--- src/rtl/fixed_point_pkg.sv ---
// Shared definitions for the fixed-point datapath blocks (divider, multiplier).
// FIXED_DIVIDER_ROUND_NEAREST_EN adds one extra quotient iteration for rounding.
package fixed_point_pkg;

  localparam int unsigned WIDTH_DEF = 16;
  localparam int unsigned FRAC_DEF  = 7;

  typedef enum logic [1:0] {
    IDLE,
    CALC,
    FIX,
    DONE
  } div_state_e;

  localparam logic [WIDTH_DEF-1:0] MAX_POS = {1'b0, {(WIDTH_DEF-1){1'b1}}};
  localparam logic [WIDTH_DEF-1:0] MIN_NEG = {1'b1, {(WIDTH_DEF-1){1'b0}}};

  // Quotient bits produced per division; the rounding build needs one guard bit.
  function automatic int unsigned div_iters(input int unsigned width, input int unsigned frac);
`ifdef FIXED_DIVIDER_ROUND_NEAREST_EN
    return width + frac + 1;
`else
    return width + frac;
`endif
  endfunction

endpackage

--- src/rtl/fixed_point_divider_if.sv ---
// Start/finish handshake bundle shared by the fixed-point divider and multiplier.
interface fixed_point_divider_if #(
  parameter int unsigned WIDTH = 16
);
  logic [WIDTH-1:0] dividend;
  logic [WIDTH-1:0] divisor;
  logic             start;
  logic [WIDTH-1:0] result;
  logic             overflow_flag;
  logic             div_by_zero;
  logic             finish;

  modport master (
    output dividend, divisor, start,
    input  result, overflow_flag, div_by_zero, finish
  );

  modport slave (
    input  dividend, divisor, start,
    output result, overflow_flag, div_by_zero, finish
  );
endinterface

--- src/rtl/fixed_point_divider_adder.sv ---
// Parameterised adder/subtractor shared across the fixed-point datapath.
module adder #(
  parameter int unsigned WIDTH       = 16,
  parameter bit          is_subtract = 1'b0
) (
  input  logic [WIDTH-1:0] a,
  input  logic [WIDTH-1:0] b,
  output logic [WIDTH-1:0] sum
);
  localparam logic [WIDTH-1:0] CIN = {{(WIDTH-1){1'b0}}, is_subtract};

  logic [WIDTH-1:0] b_eff;

  assign b_eff = is_subtract ? ~b : b;
  assign sum   = a + b_eff + CIN;
endmodule

--- src/rtl/fixed_point_divider.sv ---
// Sequential signed Q-format divider: restoring radix-2 on magnitudes, then sign-fix/saturate.
// Define FIXED_DIVIDER_ROUND_NEAREST_EN for round-half-away-from-zero instead of truncation.
module fixed_point_divider
  import fixed_point_pkg::*;
#(
  parameter int unsigned WIDTH     = WIDTH_DEF,
  parameter int unsigned FRAC_BITS = FRAC_DEF
) (
  input logic                  clk,
  input logic                  rst,
  fixed_point_divider_if.slave bus
);
  localparam int unsigned ITERS = div_iters(WIDTH, FRAC_BITS);
  localparam int unsigned CNTW  = $clog2(ITERS + 1);
  localparam int unsigned MAGW  = ITERS + 1;

  localparam logic [WIDTH-1:0] SAT_POS = {1'b0, {(WIDTH-1){1'b1}}};
  localparam logic [WIDTH-1:0] SAT_NEG = {1'b1, {(WIDTH-1){1'b0}}};
  localparam logic [MAGW-1:0]  LIM_POS = MAGW'(SAT_POS);
  localparam logic [MAGW-1:0]  LIM_NEG = MAGW'(SAT_NEG);

  div_state_e state_q, state_d;

  logic             start_seen;
  logic [ITERS-1:0] num_q;
  logic [ITERS-1:0] quo_q;
  logic [WIDTH-1:0] rem_q;
  logic [WIDTH-1:0] b_mag_q;
  logic [CNTW-1:0]  cnt_q;
  logic             sign_q;
  logic             dsign_q;

  logic [WIDTH-1:0] result_q;
  logic             ovf_q;
  logic             dz_q;
  logic             finish_q;

  logic             launch;
  logic             last_iter;
  logic [WIDTH-1:0] neg_dividend, neg_divisor, abs_dividend, abs_divisor;
  logic [WIDTH:0]   rem_shift, trial;
  logic             no_borrow;
  logic [MAGW-1:0]  mag;
  logic [WIDTH-1:0] neg_mag;
  logic             mag_ovf;
  logic [WIDTH-1:0] fix_result;

  assign launch    = bus.start && !start_seen && (state_q == IDLE || state_q == DONE);
  assign last_iter = (cnt_q == CNTW'(ITERS - 1));

  adder #(.WIDTH(WIDTH), .is_subtract(1'b1)) u_neg_dividend (
    .a('0), .b(bus.dividend), .sum(neg_dividend)
  );
  adder #(.WIDTH(WIDTH), .is_subtract(1'b1)) u_neg_divisor (
    .a('0), .b(bus.divisor), .sum(neg_divisor)
  );

  // Magnitude of the most negative value wraps to 2^(WIDTH-1), which is correct read as unsigned.
  assign abs_dividend = bus.dividend[WIDTH-1] ? neg_dividend : bus.dividend;
  assign abs_divisor  = bus.divisor[WIDTH-1]  ? neg_divisor  : bus.divisor;

  assign rem_shift = {rem_q, num_q[ITERS-1]};

  adder #(.WIDTH(WIDTH + 1), .is_subtract(1'b1)) u_trial (
    .a(rem_shift), .b({1'b0, b_mag_q}), .sum(trial)
  );

  // Both operands are below 2^WIDTH, so the extra top bit of the difference is the borrow.
  assign no_borrow = ~trial[WIDTH];

`ifdef FIXED_DIVIDER_ROUND_NEAREST_EN
  adder #(.WIDTH(MAGW), .is_subtract(1'b0)) u_round (
    .a({2'b00, quo_q[ITERS-1:1]}),
    .b({{(MAGW-1){1'b0}}, quo_q[0]}),
    .sum(mag)
  );
`else
  assign mag = {1'b0, quo_q};
`endif

  adder #(.WIDTH(WIDTH), .is_subtract(1'b1)) u_negate (
    .a('0), .b(mag[WIDTH-1:0]), .sum(neg_mag)
  );

  assign mag_ovf = sign_q ? (mag > LIM_NEG) : (mag > LIM_POS);

  always_comb begin
    fix_result = mag[WIDTH-1:0];
    if (b_mag_q == '0)
      fix_result = dsign_q ? SAT_NEG : SAT_POS;
    else if (mag_ovf)
      fix_result = sign_q ? SAT_NEG : SAT_POS;
    else if (sign_q)
      fix_result = neg_mag;
  end

  always_comb begin
    state_d = state_q;
    unique case (state_q)
      IDLE, DONE: if (launch) state_d = (bus.divisor == '0) ? FIX : CALC;
      CALC:       if (last_iter) state_d = FIX;
      FIX:        state_d = DONE;
      default:    state_d = IDLE;
    endcase
  end

  always_ff @(posedge clk or negedge rst) begin
    if (!rst) state_q <= IDLE;
    else      state_q <= state_d;
  end

  always_ff @(posedge clk or negedge rst) begin
    if (!rst) begin
      start_seen <= 1'b0;
      num_q      <= '0;
      quo_q      <= '0;
      rem_q      <= '0;
      b_mag_q    <= '0;
      cnt_q      <= '0;
      sign_q     <= 1'b0;
      dsign_q    <= 1'b0;
      result_q   <= '0;
      ovf_q      <= 1'b0;
      dz_q       <= 1'b0;
      finish_q   <= 1'b0;
    end else begin
      start_seen <= bus.start;
      if (launch) begin
        num_q    <= {abs_dividend, {(ITERS-WIDTH){1'b0}}};
        b_mag_q  <= abs_divisor;
        sign_q   <= bus.dividend[WIDTH-1] ^ bus.divisor[WIDTH-1];
        dsign_q  <= bus.dividend[WIDTH-1];
        rem_q    <= '0;
        quo_q    <= '0;
        cnt_q    <= '0;
        finish_q <= 1'b0;
        ovf_q    <= 1'b0;
        dz_q     <= 1'b0;
      end else begin
        unique case (state_q)
          CALC: begin
            num_q <= num_q << 1;
            rem_q <= no_borrow ? trial[WIDTH-1:0] : rem_shift[WIDTH-1:0];
            quo_q <= {quo_q[ITERS-2:0], no_borrow};
            cnt_q <= cnt_q + CNTW'(1);
          end
          FIX: begin
            result_q <= fix_result;
            dz_q     <= (b_mag_q == '0);
            ovf_q    <= (b_mag_q != '0) && mag_ovf;
            finish_q <= 1'b1;
          end
          default: ;
        endcase
      end
    end
  end

  assign bus.result        = result_q;
  assign bus.overflow_flag = ovf_q;
  assign bus.div_by_zero   = dz_q;
  assign bus.finish        = finish_q;
endmodule

--- src/flat_wrapper.sv ---
// flat-port wrapper written by rule: the top's interface ports become plain ports
module fixed_point_divider_flat import fixed_point_pkg::*;
#(
  parameter int unsigned WIDTH     = WIDTH_DEF,
  parameter int unsigned FRAC_BITS = FRAC_DEF
)
  (clk, rst, bus_dividend, bus_divisor, bus_start, bus_result, bus_overflow_flag, bus_div_by_zero, bus_finish);
  fixed_point_divider_if #(.WIDTH(WIDTH)) bus_i ();
  input logic clk;
  input logic rst;
  input wire logic [$bits(bus_i.dividend)-1:0] bus_dividend;
  input wire logic [$bits(bus_i.divisor)-1:0] bus_divisor;
  input wire logic [$bits(bus_i.start)-1:0] bus_start;
  output wire logic [$bits(bus_i.result)-1:0] bus_result;
  output wire logic [$bits(bus_i.overflow_flag)-1:0] bus_overflow_flag;
  output wire logic [$bits(bus_i.div_by_zero)-1:0] bus_div_by_zero;
  output wire logic [$bits(bus_i.finish)-1:0] bus_finish;
  assign bus_i.dividend = bus_dividend;
  assign bus_i.divisor = bus_divisor;
  assign bus_i.start = bus_start;
  assign bus_result = bus_i.result;
  assign bus_overflow_flag = bus_i.overflow_flag;
  assign bus_div_by_zero = bus_i.div_by_zero;
  assign bus_finish = bus_i.finish;
  fixed_point_divider #(.WIDTH(WIDTH), .FRAC_BITS(FRAC_BITS)) u_core (.clk(clk), .rst(rst), .bus(bus_i));
endmodule
--- config.mk ---
export PLATFORM = sky130hd
export DESIGN_NAME = fixed_point_divider_flat
export DESIGN_NICKNAME = d
export VERILOG_FILES = /design/src/rtl/fixed_point_pkg.sv /design/src/rtl/fixed_point_divider_if.sv /design/src/rtl/fixed_point_divider_adder.sv /design/src/rtl/fixed_point_divider.sv /design/src/flat_wrapper.sv
export SDC_FILE = /design/constraint.sdc
export NUM_CORES = 1
export LEC_CHECK = 0
export ABC_AREA = 1
export BUFFER_PORTS_ARGS = -buffer_cell sky130_fd_sc_hd__buf_2
export CELL_PAD_IN_SITES_DETAIL_PLACEMENT = 2
export CELL_PAD_IN_SITES_GLOBAL_PLACEMENT = 2
export CORE_ASPECT_RATIO = 0.9
export CORE_MARGIN = 5
export CORE_UTILIZATION = 38
export CTS_BUF_LIST = sky130_fd_sc_hd__clkbuf_8
export DETAILED_ROUTE_END_ITERATION = 8
export PLACE_DENSITY = 0.93
export SYNTH_ARGS = -nofsm -noshare
export SYNTH_HDL_FRONTEND = slang
export SYNTH_SLANG_ARGS = --single-unit
--- constraint.sdc ---
create_clock -name clk -period 6.4 [get_ports clk]
set_input_delay 0.96 -clock clk [delete_from_list [all_inputs] [get_ports clk]]
set_output_delay 0.96 -clock clk [all_outputs]
set_load 0.01 [all_outputs]
==> results of run 1 <==
## worst max-delay path: stages (launching register included)
cell and delay (ps):
dfrtp_1 380, inv_1 70, ha_1 360, nand2_1 350, buf_4 370, nand2_1 130
inv_1 700, nand3_1 300, nand2_1 130, nand2_1 70, nand2_1 80
## layout by cell type, fill, tap and decap left out, drive strengths merged, types with 8 or more instances in the layout
| cell | synthesis | final |
|---|---|---|
| nand2 | 273 | 273 |
| nand3b | 8 | 8 |
| nor3 | 9 | 9 |
| nor2 | 70 | 70 |
| a21oi | 37 | 37 |
| inv | 147 | 149 |
| buf | 12 | 57 |
| clkbuf | 18 | 9 |
| xnor2 | 10 | 10 |
| xor2 | 11 | 11 |
| nand3 | 92 | 92 |
| o22ai | 28 | 28 |
| dfrtp | 100 | 100 |
| ha | 24 | 24 |
| o21ai | 44 | 44 |
| nand4 | 25 | 25 |
## per-stage QoR
step | cell area (um^2) | hold slack (ps) | power [mW] | utilization (%)
after global routing | 7200 | 547 | 4.36 | 42.5
final | 7200 | 509 | 4.03 | 42.5
after CTS | 7200 | 509 | 4.05 | 42.5
after floorplan | 6600 | 444 | 2.81 | -
after global placement | 7040 | 459 | 3.35 | 41.5
after detailed placement | 7040 | 480 | 3.62 | 41.5
## area by class of cell
type                            instances  area [um^2]  area share (%)
Sequential cell                       100         2500            34.7
Inverter                              147          552            7.66
Clock inverter                          6         42.5           0.590
Clock buffer                            9          124            1.72
Tap cell                              235          294            4.08
Timing Repair Buffer                   57          298            4.13
Multi-Input combinational cell        655         3390            47.1
## layer usage
layer	up-vias	track usage, %	share of wire [%]
li1	3072	-	-
met4	0	7.47	2.1
met1	3319	31.8	44
met3	35	3.05	3.0
met5	-	0	0
met2	125	45.3	51
## path summary, 6_finish.rpt
| path | end | depth (start not counted) |
|---|---|---|
| hold / removal | u_core.b_mag_q[3] | 2 |
| setup / recovery | u_core.rem_q[13] | 10 |
| min in group asynchronous | u_core.b_mag_q[9] | 1 |
| hold reg to reg | u_core.b_mag_q[3] | 2 |
| setup reg to reg | u_core.rem_q[13] | 10 |
| max in group asynchronous | u_core.quo_q[10] | 2 |
## state kept, by name (all words and copies together), names as in the netlist
register,count
u_core.quo_q,23
u_core.b_mag_q,16
u_core.bus.result,16
u_core.num_q,16
u_core.rem_q,16
u_core.cnt_q,5
u_core.state_q,2
u_core.bus.div_by_zero,1
u_core.bus.finish,1
u_core.bus.overflow_flag,1
u_core.dsign_q,1
u_core.sign_q,1
u_core.start_seen,1
## logic make-up (layout without fill, tap and decap cells)
logic type               after synthesis  after routing  synth area share (%)
flip-flops                           100            100                  37.9
XOR/XNOR                              21             21                  2.79
buffers and inverters                177            219                  10.6
AND/OR/NAND/NOR                      486            486                  33.2
AO/OA/AOI/OAI                        123            123                  10.6
adder cells (fa/ha/maj)               25             25                  4.86
## power groups by stage
| stage | Clock, mW | Sequential [mW] | Combinational (mW) |
|---|---|---|---|
| 6_report | 0.393 | 1.07 | 2.57 |
| 5_1_grt | 0.423 | 1.09 | 2.85 |
| 4_1_cts | 0.400 | 1.07 | 2.58 |
| 3_5_place_dp | 0 | 1.07 | 2.55 |
| 3_3_place_gp | 0 | 1.04 | 2.31 |
| 2_1_floorplan | 0 | 1.01 | 1.80 |
==> run_results.csv, run 1 <==
group,metric,value,unit
status,status,"finished clean",
power,p_switching,2.22,mW
route,dr_total_vias,6551,
setup_path,critPathLaunch,"u_core.state_q[0]",
clocking,postCtsHoldBufs,0,
timing,period_share,46.8,%
timing,rsz0062_at_grt,"no",
logic_synthesis,synth_top_area_share,37.9,%
logic_synthesis,avgSynthCellArea,7.08,um^2
clocking,htree_num_levels,3,
logic_synthesis,synth_area_leader_cell,"dfrtp_1",
floorplan,num_rows,45,
logic_synthesis,ys_top_cells_by_area,"dfrtp_1 38%, nand2_1 15%, inv_1 8.2%, nand3_1 6.1%, ha_1 4.6%",
placement,place_congestion,0.849,
clocking,cts_made_buffers,9,
timing,worst_clock_skew,15.9,ps
setup_path,critPathKind,"reg2reg",
timing,setup_tns,0,ps
hold_path,hold_path.class,"reg2reg",
setup_path,r2r-start,"u_core.state_q[0]",
cells_and_area,final_nets,1030,
timing,finalSetupViolations,0,
timing,relSlewSlack,34.7,%
cells_and_area,n_antenna_cell,0,
route,drt_iter0_drc,376,
logic_synthesis,synth_ff_type,"dfrtp_1",
clocking,clk_latency,390,ps
floorplan,die_w,149,um
clocking,root_buffer,"clkbuf_8",
clocking,postCtsSetupRepairBufs,0,
power,p_sw_share,55.1,%
route,vias_per_cell,5.42,
cells_and_area,final_layout_size_suffix_gt1_share,11.5,%
hold_path,worstHoldStart,"u_core.b_mag_q[3]",
power,combPwrFrac,63.8,%
logic_synthesis,async_flop_share,100,%
route,drc,0,
global_routing,grt_pass1_vias,7317,
logic_synthesis,syn_area,0.00660,mm^2
cells_and_area,fillCellCount,2062,
clocking,cts_tree,"done",
power,seq_power_share,26.5,%
logic_synthesis,synth_edf_count,0,
cells_and_area,area.growth.synth_to_final,9.24,%
timing,fin_crit,2990,ps
power,clockPowerShare,9.8,%
placement,pre_cts_ws,3110,ps
job,drv_cap,0,
floorplan,io_pins,54,
power,p_int,1.81,mW
logic_synthesis,synthCells,932,
logic_synthesis,synth.ff_latch_count,100,
setup_path,critPathMaxFanout,29,
logic_synthesis,yosysMostFrequentCell,"nand2_1",
route,postRouteAntennaNets,0,
floorplan,die_h,135,um
timing,fmax,334,MHz
logic_synthesis,synth-seq-area-share,37.9,%
logic_synthesis,post_synth_num_cell_types,35,
clocking,cts_repair_resize_count,0,
timing,drv_slew,0,
timing,hold_violations,0,
floorplan,die_area,0.0201,mm^2
logic_synthesis,synth_common_cells,"255 x nand2_1, 144 x inv_1, 100 x dfrtp_1",
global_routing,grt.total_usage,25.2,%
timing,timing.final.ws_setup,3410,ps
logic_synthesis,yosys_warnings,0,
route,wl_per_cell,20.5,um
setup_path,end_kind,"flip-flop",
placement,dp_hpwl,19100,um
global_routing,antenna_found_initial,0,
power,peakVddDrop,0.000163,V
power,p_leak,3.81,nW
setup_path,arrival,3320,ps
power,power.density,560,mW/mm^2
global_routing,grt_pass1_wl,40100,um
floorplan,core,0.0169,mm^2
route,dr.pass1.iters,4,
route,wl,24800,um
setup_path,start_kind,"flip-flop",
setup_path,ff2ff_setup_slack,3410,ps
floorplan,initial_core_util,38.9,%
placement,portBuffers,53,
logic_synthesis,syn_nets,992,
timing,tightest_slew,979,ps
global_routing,grt_max_degree,57,
placement,dp_cells,1194,
clocking,clock_path_buffers,2,
cells_and_area,instances_no_fill,1209,
setup_path,worstPathRequired,6720,ps
clocking,clkTransAtPathRegs,100,ps
clocking,cts_sinks,100,
global_routing,overflow,0,
No activity file was read; power rests on OpenSTA's default activity.
==> run 2: changes to the inputs <==
--- a/config.mk
+++ b/config.mk
@@ -11,10 +11,10 @@
 export CELL_PAD_IN_SITES_GLOBAL_PLACEMENT = 2
 export CORE_ASPECT_RATIO = 0.9
 export CORE_MARGIN = 5
-export CORE_UTILIZATION = 38
+export CORE_UTILIZATION = 36
 export CTS_BUF_LIST = sky130_fd_sc_hd__clkbuf_8
 export DETAILED_ROUTE_END_ITERATION = 8
-export PLACE_DENSITY = 0.93
+export PLACE_DENSITY = 0.89
 export SYNTH_ARGS = -nofsm -noshare
 export SYNTH_HDL_FRONTEND = slang
 export SYNTH_SLANG_ARGS = --single-unit
==> constraint.sdc (replaced) <==
create_clock -name clk -period 2.8 [get_ports clk]
set_input_delay 0.42 -clock clk [delete_from_list [all_inputs] [get_ports clk]]
set_output_delay 0.42 -clock clk [all_outputs]
set_load 0.01 [all_outputs]
==> run 2 against run 1 <==
- total power is 130% higher
- sequential power is 120% higher
- clock-buffer cell count stayed put
- die area is 5.2% higher
- sequential share of layout area is 0.56 points lower
- register-to-register slack worse by 3100 ps
- wire length is 6.0% lower
- critical endpoint is now u_core.rem_q[2]
- largest cell class unchanged
- highest routed layer unchanged
==> run_results.csv, run 2 (synthesis gave the netlist of run 1 again) <==
group,metric,value,unit
status,status,"finished clean",
power,p_leak,3.86,nW
placement,place_congestion,0.847,
cells_and_area,stdcell_area,0.00732,mm^2
timing,tightest_slew,772,ps
cells_and_area,final_cell_mix,"255 x nand2_1, 144 x inv_1, 100 x dfrtp_1",
clocking,cts_repair_resize_count,0,
global_routing,grt_max_degree,56,
floorplan,io_pins,54,
route,wl,23300,um
setup_path,arrival,2810,ps
hold_path,hold_path.class,"in2async",
cells_and_area,final_layout_size_suffix_gt1_share,12.4,%
power,p_int,4.29,mW
power,power,9.23,mW
global_routing,grt_pass1_vias,7151,
power,clockPowerShare,11.0,%
placement,placed_cell_area,0.00711,mm^2
clocking,clock_path_buffers,2,
route,postRouteAntennaNets,0,
floorplan,num_rows,47,
placement,dp_cells,1212,
clocking,cts_tree,"done",
timing,finalSetupViolations,0,
floorplan,die_h,138,um
power,power.density,1260,mW/mm^2
power,p_sw_share,53.5,%
clocking,cts_sinks,100,
route,dr_total_vias,6485,
power,seq_power_share,25.7,%
setup_path,critPathMaxFanout,15,
cells_and_area,fillCellCount,2182,
route,vias_per_cell,5.28,
cells_and_area,largest_reg_flops,23,
clocking,clkTransAtPathRegs,100,ps
timing,relSlewSlack,48.5,%
timing,drv_slew,0,
setup_path,worstPathRequired,3090,ps
power,p_switching,4.94,mW
clocking,root_buffer,"clkbuf_8",
floorplan,core,0.0182,mm^2
timing,fmax,398,MHz
route,dr.pass1.iters,4,
placement,dp_hpwl,17700,um
timing,rsz0062_at_grt,"no",
route,drc,0,
power,combPwrFrac,63.3,%
setup_path,end_kind,"flip-flop",
timing,hold_violations,0,
clocking,postCtsHoldBufs,0,
cells_and_area,instances_no_fill,1228,
global_routing,grt.total_usage,22.0,%
timing,fin_crit,2510,ps
floorplan,die_w,153,um
floorplan,initial_core_util,36.2,%
cells_and_area,n_antenna_cell,0,
global_routing,antenna_found_initial,0,
timing,worst_clock_skew,13.3,ps
timing,setup_tns,0,ps
global_routing,grt_pass1_wl,38100,um
clocking,postCtsSetupRepairBufs,0,
power,peakVddDrop,0.000435,V
setup_path,ff2ff_setup_slack,290,ps
cells_and_area,max_flop_register,"u_core.quo_q",
floorplan,die_area,0.0211,mm^2
setup_path,critPathKind,"reg2reg",
route,wl_per_cell,19.0,um
global_routing,overflow,0,
setup_path,start_kind,"flip-flop",
cells_and_area,final_nets,1038,
cells_and_area,area.growth.synth_to_final,11.0,%
clocking,htree_num_levels,3,
cells_and_area,final_common_cell,"nand2_1",
timing,period_share,89.8,%
clocking,clk_latency,410,ps
job,drv_cap,0,
route,drt_iter0_drc,270,
clocking,cts_made_buffers,9,
placement,portBuffers,53,
[run 2: changes by cell type in the layout (fill, tap and decap cells not counted), sizes merged]
cell / delta
bufinv: +1
inv: -1
clkinvlp: +1
buf: +8
[run 2: worst paths after layout]
path                                         from                 end  depth (start not counted)
worst max-delay path             u_core.num_q[22]     u_core.rem_q[2]                         14
worst min-delay path                          rst  u_core.b_mag_q[15]                          2
worst max register to register   u_core.num_q[22]     u_core.rem_q[2]                         14
worst min register to register  u_core.b_mag_q[6]   u_core.b_mag_q[6]                          2
max in group asynchronous                     rst     u_core.rem_q[9]                          2
min in group clk                        bus_start   u_core.start_seen                          1
[run 2: final cells by class]
type                            instances  area, um^2  share of cell area (%)
Multi-Input combinational cell        655        3390                    46.3
Sequential cell                       100        2500                    34.2
Inverter                              147         552                    7.54
Timing Repair Buffer                   65         358                    4.89
Tap cell                              245         307                    4.19
Clock buffer                            9         124                    1.69
Clock inverter                          7        87.6                    1.20
[run 2: per-stage QoR]
stage / utilization, % / worst slack (ps) / hold slack, ps
finish: 40.2 / 286 / 123
CTS: 40.2 / 280 / 128
detailed placement: 39.0 / 310 / 480
floorplan: - / 768 / 124
global route: 40.2 / 76.3 / 164
global placement: 39.0 / 490 / 460
[run 2: power by group through the flow]
stage / clock network, mW / logic, mW / registers (mW)
floorplan: 0 / 4.12 / 2.31
global placement: 0 / 5.45 / 2.35
detailed placement: 0 / 5.76 / 2.40
CTS: 1.04 / 5.86 / 2.38
global route: 1.10 / 6.50 / 2.43
finish: 1.01 / 5.84 / 2.38
[run 2: routing by layer]
layer	up-vias	GRT usage [%]	share of wire (%)
met5	-	0	0
met4	0	4.88	1.2
met3	20	2.97	2.2
met2	71	38.2	49
met1	3307	29.5	47
li1	3087	-	-
[run 2: worst max-delay path, stage by stage (launching register included)]
cell     delay [ps]
dfrtp_1         380
inv_1            90
ha_1            160
inv_1            80
fa_1            410
nand2_1         110
nand2_2          80
nand3_2          90
nand2_2          80
nand2_2         100
nand3_2         260
nand2_4         330
nand2_1          80
nand3_1          90
nand2_1          60
==> run 3: changes to the inputs <==
==> constraint.sdc (replaced) <==
create_clock -name clk -period 2.5 [get_ports clk]
set_input_delay 0.375 -clock clk [delete_from_list [all_inputs] [get_ports clk]]
set_output_delay 0.375 -clock clk [all_outputs]
set_load 0.01 [all_outputs]
==> run 3 against run 2 <==
- die area did not move
- sequential power grew 11%
- cell area rose by 0.70%
- total power grew 12%
- clock skew barely moved
- sequential cell count unchanged
- highest routed layer unchanged
==> run_results.csv, run 3 (synthesis gave the netlist of run 1 again) <==
group,metric,value,unit
timing,fin_crit,2320,ps
placement,place_congestion,0.839,
timing,tightest_slew,589,ps
placement,placed_cell_area,0.00715,mm^2
clocking,clkTransAtPathRegs,110,ps
timing,finalSetupViolations,0,
power,seq_power_share,25.6,%
power,power.density,1400,mW/mm^2
route,dr_total_vias,6450,
floorplan,die_h,138,um
route,postRouteAntennaNets,0,
global_routing,grt_max_degree,42,
timing,whs,115,ps
cells_and_area,n_antenna_cell,0,
route,drt_iter0_drc,249,
hold_path,hold_path.class,"in2reg",
clocking,htree_num_levels,3,
global_routing,grt_pass1_vias,7119,
cells_and_area,max_flop_register,"u_core.quo_q",
timing,setup_tns,0,ps
floorplan,core,0.0182,mm^2
setup_path,cp-endpoint,"u_core.rem_q[2]",
placement,dp_hpwl,17900,um
power,p_switching,5.58,mW
timing,rsz0062_at_grt,"no",
power,p_sw_share,54.0,%
clocking,clk_latency,400,ps
route,vias_per_cell,5.23,
setup_path,worstPathRequired,2850,ps
setup_path,start_kind,"flip-flop",
cells_and_area,stdcell_area,0.00737,mm^2
setup_path,critPathMaxFanout,15,
route,wl,23200,um
cells_and_area,final_layout_size_suffix_gt1_share,12.9,%
floorplan,initial_core_util,36.2,%
timing,relSlewSlack,60.7,%
clocking,cts_tree,"done",
cells_and_area,register_area,0.00250,mm^2
power,p_int,4.75,mW
cells_and_area,area.growth.synth_to_final,11.8,%
power,peakVddDrop,0.000432,V
clocking,cts_sinks,100,
cells_and_area,fillCellCount,2195,
cells_and_area,multi_input_area,0.00341,mm^2
floorplan,die_w,153,um
setup_path,arrival,2670,ps
clocking,cts_made_buffers,9,
timing,fmax,431,MHz
setup_path,r2r-start,"u_core.num_q[22]",
global_routing,grt.total_usage,22.0,%
floorplan,num_rows,47,
clocking,clock_path_buffers,2,
route,dr.pass1.iters,4,
timing,worst_clock_skew,12.8,ps
cells_and_area,final_cell_mix,"255 x nand2_1, 144 x inv_1, 100 x dfrtp_1",
cells_and_area,final_common_cell,"nand2_1",
clocking,postCtsSetupRepairBufs,0,
global_routing,antenna_found_initial,0,
timing,hold_violations,0,
setup_path,critPathKind,"reg2reg",
floorplan,io_pins,54,
setup_path,reg2regPathDepth,15,
timing,drv_slew,0,
cells_and_area,largest_reg_flops,23,
setup_path,end_kind,"flip-flop",
placement,portBuffers,53,
route,drc,0,
status,status,"finished clean",
setup_path,r2r_end,"u_core.rem_q[2]",
timing,period_share,92.7,%
clocking,root_buffer,"clkbuf_8",
power,p_leak,3.87,nW
floorplan,die_area,0.0211,mm^2
route,wl_per_cell,18.8,um
global_routing,grt_pass1_wl,38000,um
setup_path,critPathLaunch,"u_core.num_q[22]",
cells_and_area,final_nets,1043,
setup_path,ff2ff_setup_slack,180,ps
job,drv_cap,0,
global_routing,overflow,0,
power,clockPowerShare,10.5,%
power,combPwrFrac,63.9,%
==> run 3: changes by cell type in the layout (fill, tap and decap cells not counted), sizes merged <==
| cell | previous run | this run |
|---|---|---|
| bufinv | 1 | 0 |
| clkinv | 4 | 1 |
| clkbuf | 9 | 10 |
| inv | 148 | 149 |
| buf | 65 | 69 |
| dlygate4sd3 | 0 | 1 |
| clkinvlp | 1 | 3 |
==> run 3: worst min path at each step <==
stage	from	to	slack (ps)	cells past startpoint
3_5_place_dp	rst	u_core.b_mag_q[15]	420	1
2_1_floorplan	rst	u_core.b_mag_q[0]	80	0
5_1_grt	bus_start	u_core.start_seen	110	1
4_1_cts	bus_start	u_core.start_seen	100	1
6_report	bus_start	u_core.start_seen	120	1
3_3_place_gp	rst	u_core.b_mag_q[15]	420	1
==> run 3: worst max-delay path, cell delays in order, from the launching register on <==
cell	delay, ps
dfrtp_1	370
inv_1	90
ha_1	150
inv_1	90
fa_1	420
nand2_1	100
nand2_2	80
nand3_2	90
nand2_2	80
nand2_2	110
nand2_2	90
nand2_4	180
nand2_8	150
nand2_1	90
nand3_1	70
nand2_1	90
==> run 3: final cells by class <==
class,count,share of cell area [%]
flip-flops and latches,100,33.9
multi-input cells,655,46.2
repair buffers,70,5.57
well taps,245,4.16
clock inverters,6,0.798
clock buffers,10,1.87
inverters,147,7.48
==> run 3: what timing repair did <==
item	CTS	global route
hold buffers	1	0
endpoints found under the hold margin	38	0
endpoints found under the setup margin	0	8
gates resized for setup	0	2
==> run 3: stage by stage <==
stage | worst slack [ps] | utilization (%) | power [mW] | instances
6_report | 182 | 40.4 | 10.3 | 1233
5_1_grt | 18.4 | 40.4 | 11.3 | 1233
4_1_cts | 135 | 40.4 | 10.4 | 1233
3_5_place_dp | 172 | 39.2 | 9.18 | 1216
3_3_place_gp | 314 | 39.2 | 8.74 | 1216
2_1_floorplan | 468 | - | 7.20 | 932
==> run 3: power groups by stage <==
stage               Sequential (mW)  Clock, mW  Combinational (mW)
floorplan                      2.59          0                4.61
CTS                            2.65       1.11                6.62
global route                   2.71       1.17                7.41
global placement               2.62          0                6.12
finish                         2.65       1.08                6.60
detailed placement             2.67          0                6.52
==> run 3: layer usage <==
metal | share of wire, % | global-route usage [%] | wire, um
met1 | 47 | 29.1 | 10900
met2 | 49 | 37.9 | 11400
met3 | 2.3 | 3.28 | 529
met4 | 1.9 | 5.72 | 451
met5 | 0 | 0 | 0
